## src/rtl/dpram_arbiter.sv

```systemverilog
// Round-robin arbiter sharing one dual-port RAM between NUM_REQ requesters, two grants per cycle.
// Optional conflict counter enabled by defining DPRA_PERF_CNT_EN.
module dpram_arbiter #(
    parameter int NUM_REQ    = 4,
    parameter int DATA_WIDTH = 8,
    parameter int ADDR_WIDTH = 6,
    parameter int CNT_WIDTH  = 16
) (
    input  logic                             clk,
    input  logic                             rst,
    input  logic [NUM_REQ-1:0]               req_valid,
    input  logic [NUM_REQ-1:0]               req_we,
    input  logic [NUM_REQ*ADDR_WIDTH-1:0]    req_addr,
    input  logic [NUM_REQ*DATA_WIDTH-1:0]    req_wdata,
    output logic [NUM_REQ-1:0]               req_gnt,
    output logic [NUM_REQ-1:0]               rsp_valid,
    output logic [NUM_REQ*DATA_WIDTH-1:0]    rsp_rdata,
    output logic [DATA_WIDTH-1:0]            data1,
    output logic [ADDR_WIDTH-1:0]            addr1,
    output logic                             enable1,
    input  logic [DATA_WIDTH-1:0]            q1,
    output logic [DATA_WIDTH-1:0]            data2,
    output logic [ADDR_WIDTH-1:0]            addr2,
    output logic                             enable2,
    input  logic [DATA_WIDTH-1:0]            q2
`ifdef DPRA_PERF_CNT_EN
    ,
    output logic [CNT_WIDTH-1:0]             conflict_cnt
`endif
);

    localparam int IDX_W = $clog2(NUM_REQ);

    if (NUM_REQ < 2 || NUM_REQ > 8 || CNT_WIDTH < 1) begin : g_param_check
        $error("dpram_arbiter: unsupported parameter values");
    end

    logic [ADDR_WIDTH-1:0] w_addr  [NUM_REQ];
    logic [DATA_WIDTH-1:0] w_wdata [NUM_REQ];

    for (genvar g = 0; g < NUM_REQ; g++) begin : g_unpack
        assign w_addr[g]  = req_addr[g*ADDR_WIDTH +: ADDR_WIDTH];
        assign w_wdata[g] = req_wdata[g*DATA_WIDTH +: DATA_WIDTH];
    end

    logic [IDX_W-1:0] r_rr_ptr;
    logic [IDX_W-1:0] w_rr_next;
    logic             w_a_found, w_b_found, w_hazard_deny;
    logic [IDX_W-1:0] w_a_idx, w_b_idx;

    logic             r_tag1_v, r_tag2_v;
    logic [IDX_W-1:0] r_tag1_idx, r_tag2_idx;

    function automatic logic [IDX_W-1:0] wrap_idx(input logic [IDX_W-1:0] base, input int k);
        int s;
        s = int'(base) + k;
        if (s >= NUM_REQ) s = s - NUM_REQ;
        return IDX_W'(s);
    endfunction

    // Scan from rr_ptr: first valid -> port 1, next hazard-free valid -> port 2.
    always_comb begin
        // NOTE: every combinational output gets a default first so no path leaves it unassigned (no latch).
        w_a_found     = 1'b0;
        w_b_found     = 1'b0;
        w_a_idx       = '0;
        w_b_idx       = '0;
        w_hazard_deny = 1'b0;
        for (int k = 0; k < NUM_REQ; k++) begin
            if (req_valid[wrap_idx(r_rr_ptr, k)]) begin
                if (!w_a_found) begin
                    w_a_found = 1'b1;
                    w_a_idx   = wrap_idx(r_rr_ptr, k);
                end else if (!w_b_found) begin
                    if ((w_addr[wrap_idx(r_rr_ptr, k)] == w_addr[w_a_idx]) &&
                        (req_we[w_a_idx] || req_we[wrap_idx(r_rr_ptr, k)])) begin
                        w_hazard_deny = 1'b1;
                    end else begin
                        w_b_found = 1'b1;
                        w_b_idx   = wrap_idx(r_rr_ptr, k);
                    end
                end
            end
        end
        if (!rst) begin
            w_a_found     = 1'b0;
            w_b_found     = 1'b0;
            w_hazard_deny = 1'b0;
        end
    end

    always_comb begin
        req_gnt = '0;
        addr1   = '0;
        data1   = '0;
        enable1 = 1'b0;
        addr2   = '0;
        data2   = '0;
        enable2 = 1'b0;
        if (w_a_found) begin
            req_gnt[w_a_idx] = 1'b1;
            addr1            = w_addr[w_a_idx];
            enable1          = req_we[w_a_idx];
            if (req_we[w_a_idx]) data1 = w_wdata[w_a_idx];
        end
        if (w_b_found) begin
            req_gnt[w_b_idx] = 1'b1;
            addr2            = w_addr[w_b_idx];
            enable2          = req_we[w_b_idx];
            if (req_we[w_b_idx]) data2 = w_wdata[w_b_idx];
        end
    end

    always_comb begin
        w_rr_next = r_rr_ptr;
        if (w_b_found)      w_rr_next = wrap_idx(w_b_idx, 1);
        else if (w_a_found) w_rr_next = wrap_idx(w_a_idx, 1);
    end

    // Tags remember which requester owns each port's read data arriving next cycle.
    always_ff @(posedge clk or negedge rst) begin
        // NOTE: sequential state uses non-blocking assignments so all flops update from pre-edge values.
        if (!rst) begin
            r_rr_ptr   <= '0;
            r_tag1_v   <= 1'b0;
            r_tag1_idx <= '0;
            r_tag2_v   <= 1'b0;
            r_tag2_idx <= '0;
        end else begin
            r_rr_ptr   <= w_rr_next;
            r_tag1_v   <= w_a_found && !req_we[w_a_idx];
            r_tag1_idx <= w_a_idx;
            r_tag2_v   <= w_b_found && !req_we[w_b_idx];
            r_tag2_idx <= w_b_idx;
        end
    end

    always_comb begin
        rsp_valid = '0;
        rsp_rdata = '0;
        if (r_tag1_v) begin
            rsp_valid[r_tag1_idx]                           = 1'b1;
            rsp_rdata[r_tag1_idx*DATA_WIDTH +: DATA_WIDTH] = q1;
        end
        if (r_tag2_v) begin
            rsp_valid[r_tag2_idx]                           = 1'b1;
            rsp_rdata[r_tag2_idx*DATA_WIDTH +: DATA_WIDTH] = q2;
        end
    end

`ifdef DPRA_PERF_CNT_EN
    logic [CNT_WIDTH-1:0] r_conflict_cnt;

    always_ff @(posedge clk or negedge rst) begin
        if (!rst) begin
            r_conflict_cnt <= '0;
        end else if (w_hazard_deny && (r_conflict_cnt != '1)) begin
            r_conflict_cnt <= r_conflict_cnt + 1'b1;
        end
    end

    assign conflict_cnt = r_conflict_cnt;
`endif

endmodule
```

## config.mk

```make
export PLATFORM = sky130hd
export DESIGN_NAME = dpram_arbiter
export DESIGN_NICKNAME = d
export VERILOG_FILES = /design/src/rtl/dpram_arbiter.sv
export SDC_FILE = /design/constraint.sdc
export NUM_CORES = 1
export LEC_CHECK = 0
export BUFFER_PORTS_ARGS = -buffer_cell sky130_fd_sc_hd__buf_2
export CORE_MARGIN = 2
export CORE_UTILIZATION = 50
export CTS_CLUSTER_SIZE = 30
export DETAILED_ROUTE_END_ITERATION = 10
export PLACE_DENSITY_LB_ADDON = 0.12
export SYNTH_ARGS = -nofsm -noshare
export SYNTH_HDL_FRONTEND = slang
export SYNTH_SLANG_ARGS = --single-unit
export TNS_END_PERCENT = 20
```

## constraint.sdc

```tcl
create_clock -name clk -period 9.01 [get_ports clk]
set_input_delay 0.4505 -clock clk [delete_from_list [all_inputs] [get_ports clk]]
set_output_delay 0.4505 -clock clk [all_outputs]
set_load 0.02 [all_outputs]
```

==> Word level (Yosys, flattened, before mapping) <==
Index checks and enable logic that the tools add are counted.
{ "word_totals": {"ff_bits": 8, "output_inout_bits": 70} }
{ "classes": {"addsub": 13, "order_cmp": 32, "eq_ne": 3, "n_shift": 4, "muxes": 128, "n_bitwise": 11, "reduce_logical": 15} }
{ "ops": {"columns": ["operator", "n"], "rows": [
  ["6-bit two-way mux", 18],
  ["6-bit binary-select mux with 2-bit select", 8],
  ["2-bit two-way mux", 34],
  ["5-bit negator with 34-bit output", 2],
  ["8-bit by 34-bit variable shift with 32-bit output, first input constant", 2],
  ["8-bit by 34-bit variable part select with 32-bit output", 2],
  ["32-bit two-way mux", 2],
  ["8-bit two-way mux", 8],
  ["2-bit by 3-bit < comparator with 1-bit output, second input constant", 14],
  ["3-bit greater-or-equal comparator, second input constant", 13],
  ["1-bit two-way mux", 35],
  ["32-bit bitwise AND", 1],
  ["8-bit binary-select mux with 2-bit select", 2],
  ["32-bit bitwise mux", 1],
  ["1-bit binary-select mux with 2-bit select", 12],
  ["2-bit inverter with 3-bit output", 8],
  ["6-bit == test", 3],
  ["4-bit two-way mux", 4],
  ["2-bit by 1-bit subtractor with 2-bit output, second input constant", 6],
  ["2-bit by 1-bit adder with 3-bit output, second input constant", 3],
  ["1-bit logical AND", 9],
  ["1-bit demux with 2-bit select", 4],
  ["2-bit by 1-bit greater-or-equal comparator with 1-bit output, second input constant", 4],
  ["4-bit bitwise OR", 2],
  ["other kinds (5)", 9]
]} }

==> Depth between registers and ports, before layout <==
{ "logic_depth": {"depth_word": 48, "ltp_mapped": 21, "mapped_depth_nobuf": 16} }

==> Least setup slack after synthesis <==
OpenSTA, ideal clock, no wires.
{ "synth_timing": {"path_kind": "flip-flop to output port", "start": "register r_rr_ptr[0]", "end": "output port addr2[4]", "arrival_time_ps": 4552, "required_ps": 8559, "slack_ps": 4008, "path_stages_with_launch": 20, "path_buffers": 5, "cell_sequence": "dfrtp_1 > buf_4 > buf_2 > buf_2 > nor2_1 > a21oi_1 > o21ai_0 > ha_1 > inv_1 > mux4_2 > xnor2_1 > o2111ai_1 > nor4_1 > nor2_1 > o22ai_2 > a31o_1 > buf_6 > buf_4 > a211oi_1 > a211oi_1"} }
{ "synth_via": {"elab_chain_len": 27} }
{ "synth_rtl": {"columns": ["element", "line_no", "text"], "rows": [
  ["start, declared", "46", "logic [IDX_W-1:0] r_rr_ptr;"],
  ["start signal, assigned", "130", "r_rr_ptr <= w_rr_next;"],
  ["2-bit by 1-bit adder with 3-bit output, or another cell as far along", "56", "s = int'(base) + k;"],
  ["3-bit greater-or-equal comparator, or another cell as far along", "57", "if (s >= NUM_REQ) s = s - NUM_REQ;"],
  ["2-bit two-way mux / 1-bit binary-select mux with 2-bit select (equally long branches)", "57, 70", null],
  ["2-bit two-way mux / 1-bit two-way mux (equally long branches)", "71, 70", null],
  ["2-bit two-way mux", "70", "if (req_valid[wrap_idx(r_rr_ptr, k)]) begin"],
  ["2-bit inverter with 3-bit output (implied by the code)", "75", "if ((w_addr[wrap_idx(r_rr_ptr, k)] == w_addr[w_a_idx]) &&"],
  ["6-bit binary-select mux with 2-bit select", "75", null],
  ["6-bit two-way mux (implied by the code) (2 in a row)", "75", null],
  ["[10 not listed]", null, null],
  ["2-bit two-way mux", "74", "end else if (!w_b_found) begin"],
  ["2-bit two-way mux", "71", "if (!w_a_found) begin"],
  ["2-bit two-way mux (*)", "70", null],
  ["via w_b_idx[1]", "49", "logic [IDX_W-1:0] w_a_idx, w_b_idx;"],
  ["2-bit inverter with 3-bit output (implied by the code) (*)", "108", "addr2 = w_addr[w_b_idx];"],
  ["6-bit binary-select mux with 2-bit select (*)", "108", null],
  ["6-bit two-way mux (implied by the code) (*) (2 in a row)", "108", null],
  ["6-bit two-way mux (*)", "106", "if (w_b_found) begin"],
  ["end, declared", "23", "output logic [ADDR_WIDTH-1:0] addr2,"]
]} }
Mark *: on every way through the listed nets, which the timed path passes. The rest lies on a longest branch. The select of a mux whose other input is x is not followed.

==> Worst setup path in the final report <==
{ "layout_timing": {"start": "register r_rr_ptr[0]", "end": "output port data2[1]"} }
{ "layout_via": {"elab_chain_len": 28} }
{ "layout_rtl": {"columns": ["element", "line_no", "text"], "rows": [
  ["2-bit by 1-bit adder with 3-bit output, or another cell as far along", "56", null],
  ["3-bit greater-or-equal comparator, or another cell as far along", "57", null],
  ["2-bit two-way mux / 1-bit binary-select mux with 2-bit select (equally long branches)", "57, 70", null],
  ["2-bit two-way mux / 1-bit two-way mux (equally long branches)", "71, 70", null],
  ["2-bit two-way mux", "70", null],
  ["2-bit inverter with 3-bit output (implied by the code)", "75", null],
  ["6-bit binary-select mux with 2-bit select", "75", null],
  ["6-bit two-way mux (implied by the code) (2 in a row)", "75", null],
  ["[10 not listed]", null, null],
  ["2-bit two-way mux", "74", null],
  ["2-bit two-way mux", "71", null],
  ["2-bit two-way mux", "70", null],
  ["2-bit inverter with 3-bit output (implied by the code)", "110", "if (req_we[w_b_idx]) data2 = w_wdata[w_b_idx];"],
  ["8-bit binary-select mux with 2-bit select", "110", null],
  ["8-bit two-way mux (implied by the code) (2 in a row)", "110", null],
  ["8-bit two-way mux", "110", null],
  ["8-bit two-way mux (*)", "106", null],
  ["end, declared", "22", "output logic [DATA_WIDTH-1:0] data2,"]
]} }
Every way passes the cells marked *; elsewhere a longest branch is shown, timed or not. The select of a mux whose other input is x is not followed.

==> reports/qor.log <==
qor: worst_setup_path.criticalPathCategory reg -> out
qor: global_routing.grt_antenna_before_repair 0
qor: timing.worstMarginPinSlew 1.36 ns
qor: run_status.run_status finished, final reports clean
qor: floorplan.fp.dieW 98.7 um
qor: clock_network.clock_latency_reported_for_the_late_side_of_the_worst_skew_pair 0.23 ns
qor: hold_path.min-delay-path-class in -> async
qor: cells_and_area.synthToLayoutAreaGrowth 15.3%
qor: synthesis.postSynth.topFlopCell dfrtp_1
qor: cells_and_area.drive_gt1_share 39.2%
qor: place.gp_congestion 0.882
qor: worst_setup_path.critical_path.slowest_cell a31o_2
qor: route.avgRoutedWirePerCell 19.4 um
qor: worst_setup_path.critical_path_arrival 5.91 ns
qor: place.dpl_cell_area 5120 um2
qor: global_routing.globalRouteTotalUtil 28.1%
qor: clock_network.cts_max_level 1
qor: timing.fin_hold_ws 0.0769 ns
qor: timing.shortest_clock_period_the_worst_path_allows_after_layout 6.36 ns
qor: clock_network.cts.reportedPaths.clkPinSlew 0.04 ns
qor: synthesis.synthesis.nets 612
qor: timing.worst_setup_slack_after_layout 2.65 ns
qor: worst_setup_path.element_type_at_the_critical_path_start register
qor: place.port_buffers 151
qor: clock_network.cts_tree built
qor: synthesis.count_of_cell_types_in_the_netlist 74
qor: power.power.static_leakage 0.00238 uW
qor: floorplan.fp.dieH 98.7 um
qor: timing.final-setup-viol-count 0
qor: power.switchingPower 1060 uW
qor: synthesis.yosysSeqAreaShare 4.47%
qor: synthesis.netlist_area 4480 um2
qor: timing.skew 0.000731 ns
qor: power.share_comb_of_total_power 93.9%
qor: worst_setup_path.worst_path_most_repeated_cell o22ai_2
qor: timing.timing.final.max_slew_violations 0
qor: timing.fin_tns_setup 0 ns
qor: place.placement.setup.worst_slack 2.96 ns
qor: synthesis.post_synth_arst_share 100%
qor: power.share_clk_of_total_power 2.2%
qor: synthesis.post_synth_main_area_contributors mux4_2 19%, mux2i_1 10%, a22o_1 6.8%
qor: route.vias_per_cell 6.61
qor: power.totalPowerFinal 1920 uW
qor: clock_network.cts-resized-gates 0
qor: timing.rsz0062_at_grt no
qor: cells_and_area.antenna_cells 0
qor: worst_setup_path.cp_max_fo 57
qor: synthesis.synth_enable_flop_cells 0
qor: floorplan.ioPinCount 152
qor: route.count_of_vias_placed_by_the_detailed_router 4810
qor: synthesis.post-synth-top-area-cell mux4_2
qor: synthesis.postSynthRegisterBits 8
qor: floorplan.effective_utilization_at_floorplan 51.4%
qor: timing.final_cycle_utilization_of_the_critical_path 70.6%
qor: route.drt-pass1-iter-count 5
qor: power.cell_int_power 860 uW
qor: route.routed_wirelength 14100 um
qor: worst_setup_path.cp_cell_sequence buf_4 > and2_1 > o21ai_2 > o21ai_0 > ha_1 > inv_1 > mux4_2 > xnor2_1 > o2111ai_1 > nor4_1 > nor2_1 > o22ai_2 > a31o_2 > mux2_2 > o22ai_2 > buf_2
qor: worst_setup_path.delay_of_the_slowest_critical_path_stage 0.94 ns
qor: place.detailed_place_hpwl 10400 um
qor: clock_network.clockRootBuffer clkbuf_8
qor: worst_setup_path.required_time_at_the_endpoint_of_the_critical_path 8.56 ns
qor: global_routing.via_count_of_the_first_global_routing_pass 4545
qor: synthesis.postSynthCellCount 516
qor: global_routing.grt_remaining_overflow 0
qor: timing.slew_headroom 8.70%
qor: worst_setup_path.critical_path_end_type primary output
qor: floorplan.count_of_standard_cell_rows 34
qor: clock_network.clock_sinks 8
qor: global_routing.grt_start_max_net_pins 63
qor: clock_network.cts_max_path_buffers 2
qor: power.power.density_cell_area 372 nW/um2
qor: route.drc_viols 0
qor: floorplan.placeableCoreArea 8720 um2
qor: synthesis.postSynthAreaPerCell 8.68 um2
qor: timing.hold_violations 0
qor: timing.fmaxAchievable 157 MHz
qor: synthesis.netlist.area_leader.share 18.6%
qor: global_routing.grt_pass1_wl 22900 um
qor: floorplan.dieArea 9730 um2
qor: worst_setup_path.regToRegSetupSlack 3.41 ns
qor: power.ir_drop 0.225 mV
qor: cells_and_area.finalInstanceArea 5170 um2
qor: clock_network.cts_hold_repair.buffers 0
qor: cells_and_area.design.final.nets 718
qor: power.switching_share_of_total_power 55.2%
qor: route.detailedRoute.firstIterationViolations 350
qor: power.sequentialPowerShare 3.9%
qor: flow_run.max_cap_violations 0
qor: clock_network.postCtsSetupRepairBufs 0
qor: route.route.antenna.remaining_nets 0
qor: synthesis.ys.warnings.count 0
qor: cells_and_area.nFillCells 802
qor: clock_network.cts-buffers-inserted 3
## critical path, delay by kind of cell (launching register included)
kind	cells	cell delay (ns)
AO/OA/AOI/OAI	6	2.18
multiplexers	2	1.01
buffers and inverters	3	0.91
AND/OR/NAND/NOR	3	0.74
flip-flops	1	0.39
adder cells (fa/ha/maj)	1	0.26
XOR/XNOR	1	0.18
## layer usage
layer	up-vias	share of wire, %	GRT usage (%)
met5	-	0	0
met4	0	1.3	5.90
met3	25	6.2	2.48
met2	215	50	47.4
met1	2351	42	39.4
li1	2219	-	-
## kinds of logic after synthesis
group	synth area share, %
AO/OA/AOI/OAI	27.6
XOR/XNOR	5.67
adder cells (fa/ha/maj)	3.91
buffers and inverters	7.88
flip-flops	4.47
multiplexers	35.3
AND/OR/NAND/NOR	15.1
## registers in the layout, summed over array words and instances, names as in the netlist
| signal | count |
|---|---|
| r_rr_ptr | 2 |
| r_tag2_idx | 2 |
| r_tag1_v | 1 |
| r_tag2_v | 1 |
| r_tag1_idx | 2 |
## path summary, 6_finish.rpt
| check | startpoint | endpoint | depth (start not counted) |
|---|---|---|---|
| min in group clk | rst | r_tag1_v$_DFF_PN0_ | 3 |
| worst min register to register | r_rr_ptr[0]$_DFFE_PN0P_ | r_rr_ptr[0]$_DFFE_PN0P_ | 3 |
| worst min-delay path | rst | r_tag1_idx[0]$_DFF_PN0_ | 1 |
| worst max-delay path | r_rr_ptr[0]$_DFFE_PN0P_ | data2[1] | 16 |
| max in group asynchronous | rst | r_rr_ptr[1]$_DFFE_PN0P_ | 1 |
| worst max register to register | r_rr_ptr[0]$_DFFE_PN0P_ | r_tag2_v$_DFF_PN0_ | 15 |
## through the flow
stage | util (%) | cells
final | 59.2 | 728
after global routing | 59.2 | 728
after CTS | 59.2 | 728
after detailed placement | 58.8 | 725
after global placement | 58.8 | 725
after floorplan | - | 516
## cells in the mapped netlist (all sizes together), types with 4 or more instances
cell type	n
o32ai	4
o211ai	5
o22ai	14
nand2	56
buf	25
mux2	22
clkbuf	29
xor2	10
nor3	4
and3	9
mux2i	46
and2	10
o221ai	4
inv	19
o21ai	15
dfrtp	8
nor4	5
xnor2	19
a311oi	7
ha	14
a21oi	17
a31oi	4
nor2b	5
nor2	21
nand2b	6
mux4	37
a211oi	17
a22o	35
nand3	5
## cells in the final DEF (no fill, tap or decap), drive strengths merged, types with 5 or more instances in the layout
cell type / n
a211oi: 17
nor4: 5
and3: 9
nor2b: 5
a21oi: 17
xnor2: 19
a22o: 35
buf: 155
o21ai: 15
ha: 14
nand2: 56
nor2: 21
mux4: 37
mux2i: 46
dfrtp: 8
o211ai: 5
and2: 10
nand2b: 6
a311oi: 7
xor2: 10
inv: 19
o22ai: 14
mux2: 22
nand3: 5
## area by class of cell
cell class / count / area (um2) / share of cell area (%)
multi-input combinational: 435 / 3930 / 76.1
timing repair buffer: 155 / 786 / 15.2
sequential: 8 / 203 / 3.92
tap: 108 / 135 / 2.62
inverter: 19 / 71.3 / 1.38
clock buffer: 3 / 41.3 / 0.799
## power groups by stage
| stage | combinational [uW] | clock, uW | sequential, uW |
|---|---|---|---|
| after floorplan | 1490 | 0 | 68.0 |
| after global placement | 1760 | 0 | 74.2 |
| after detailed placement | 1790 | 0 | 75.6 |
| after CTS | 1800 | 43.3 | 75.0 |
| after global routing | 1950 | 45.0 | 78.3 |
| final | 1800 | 42.6 | 74.7 |
Power figures use the tool's default switching activity.
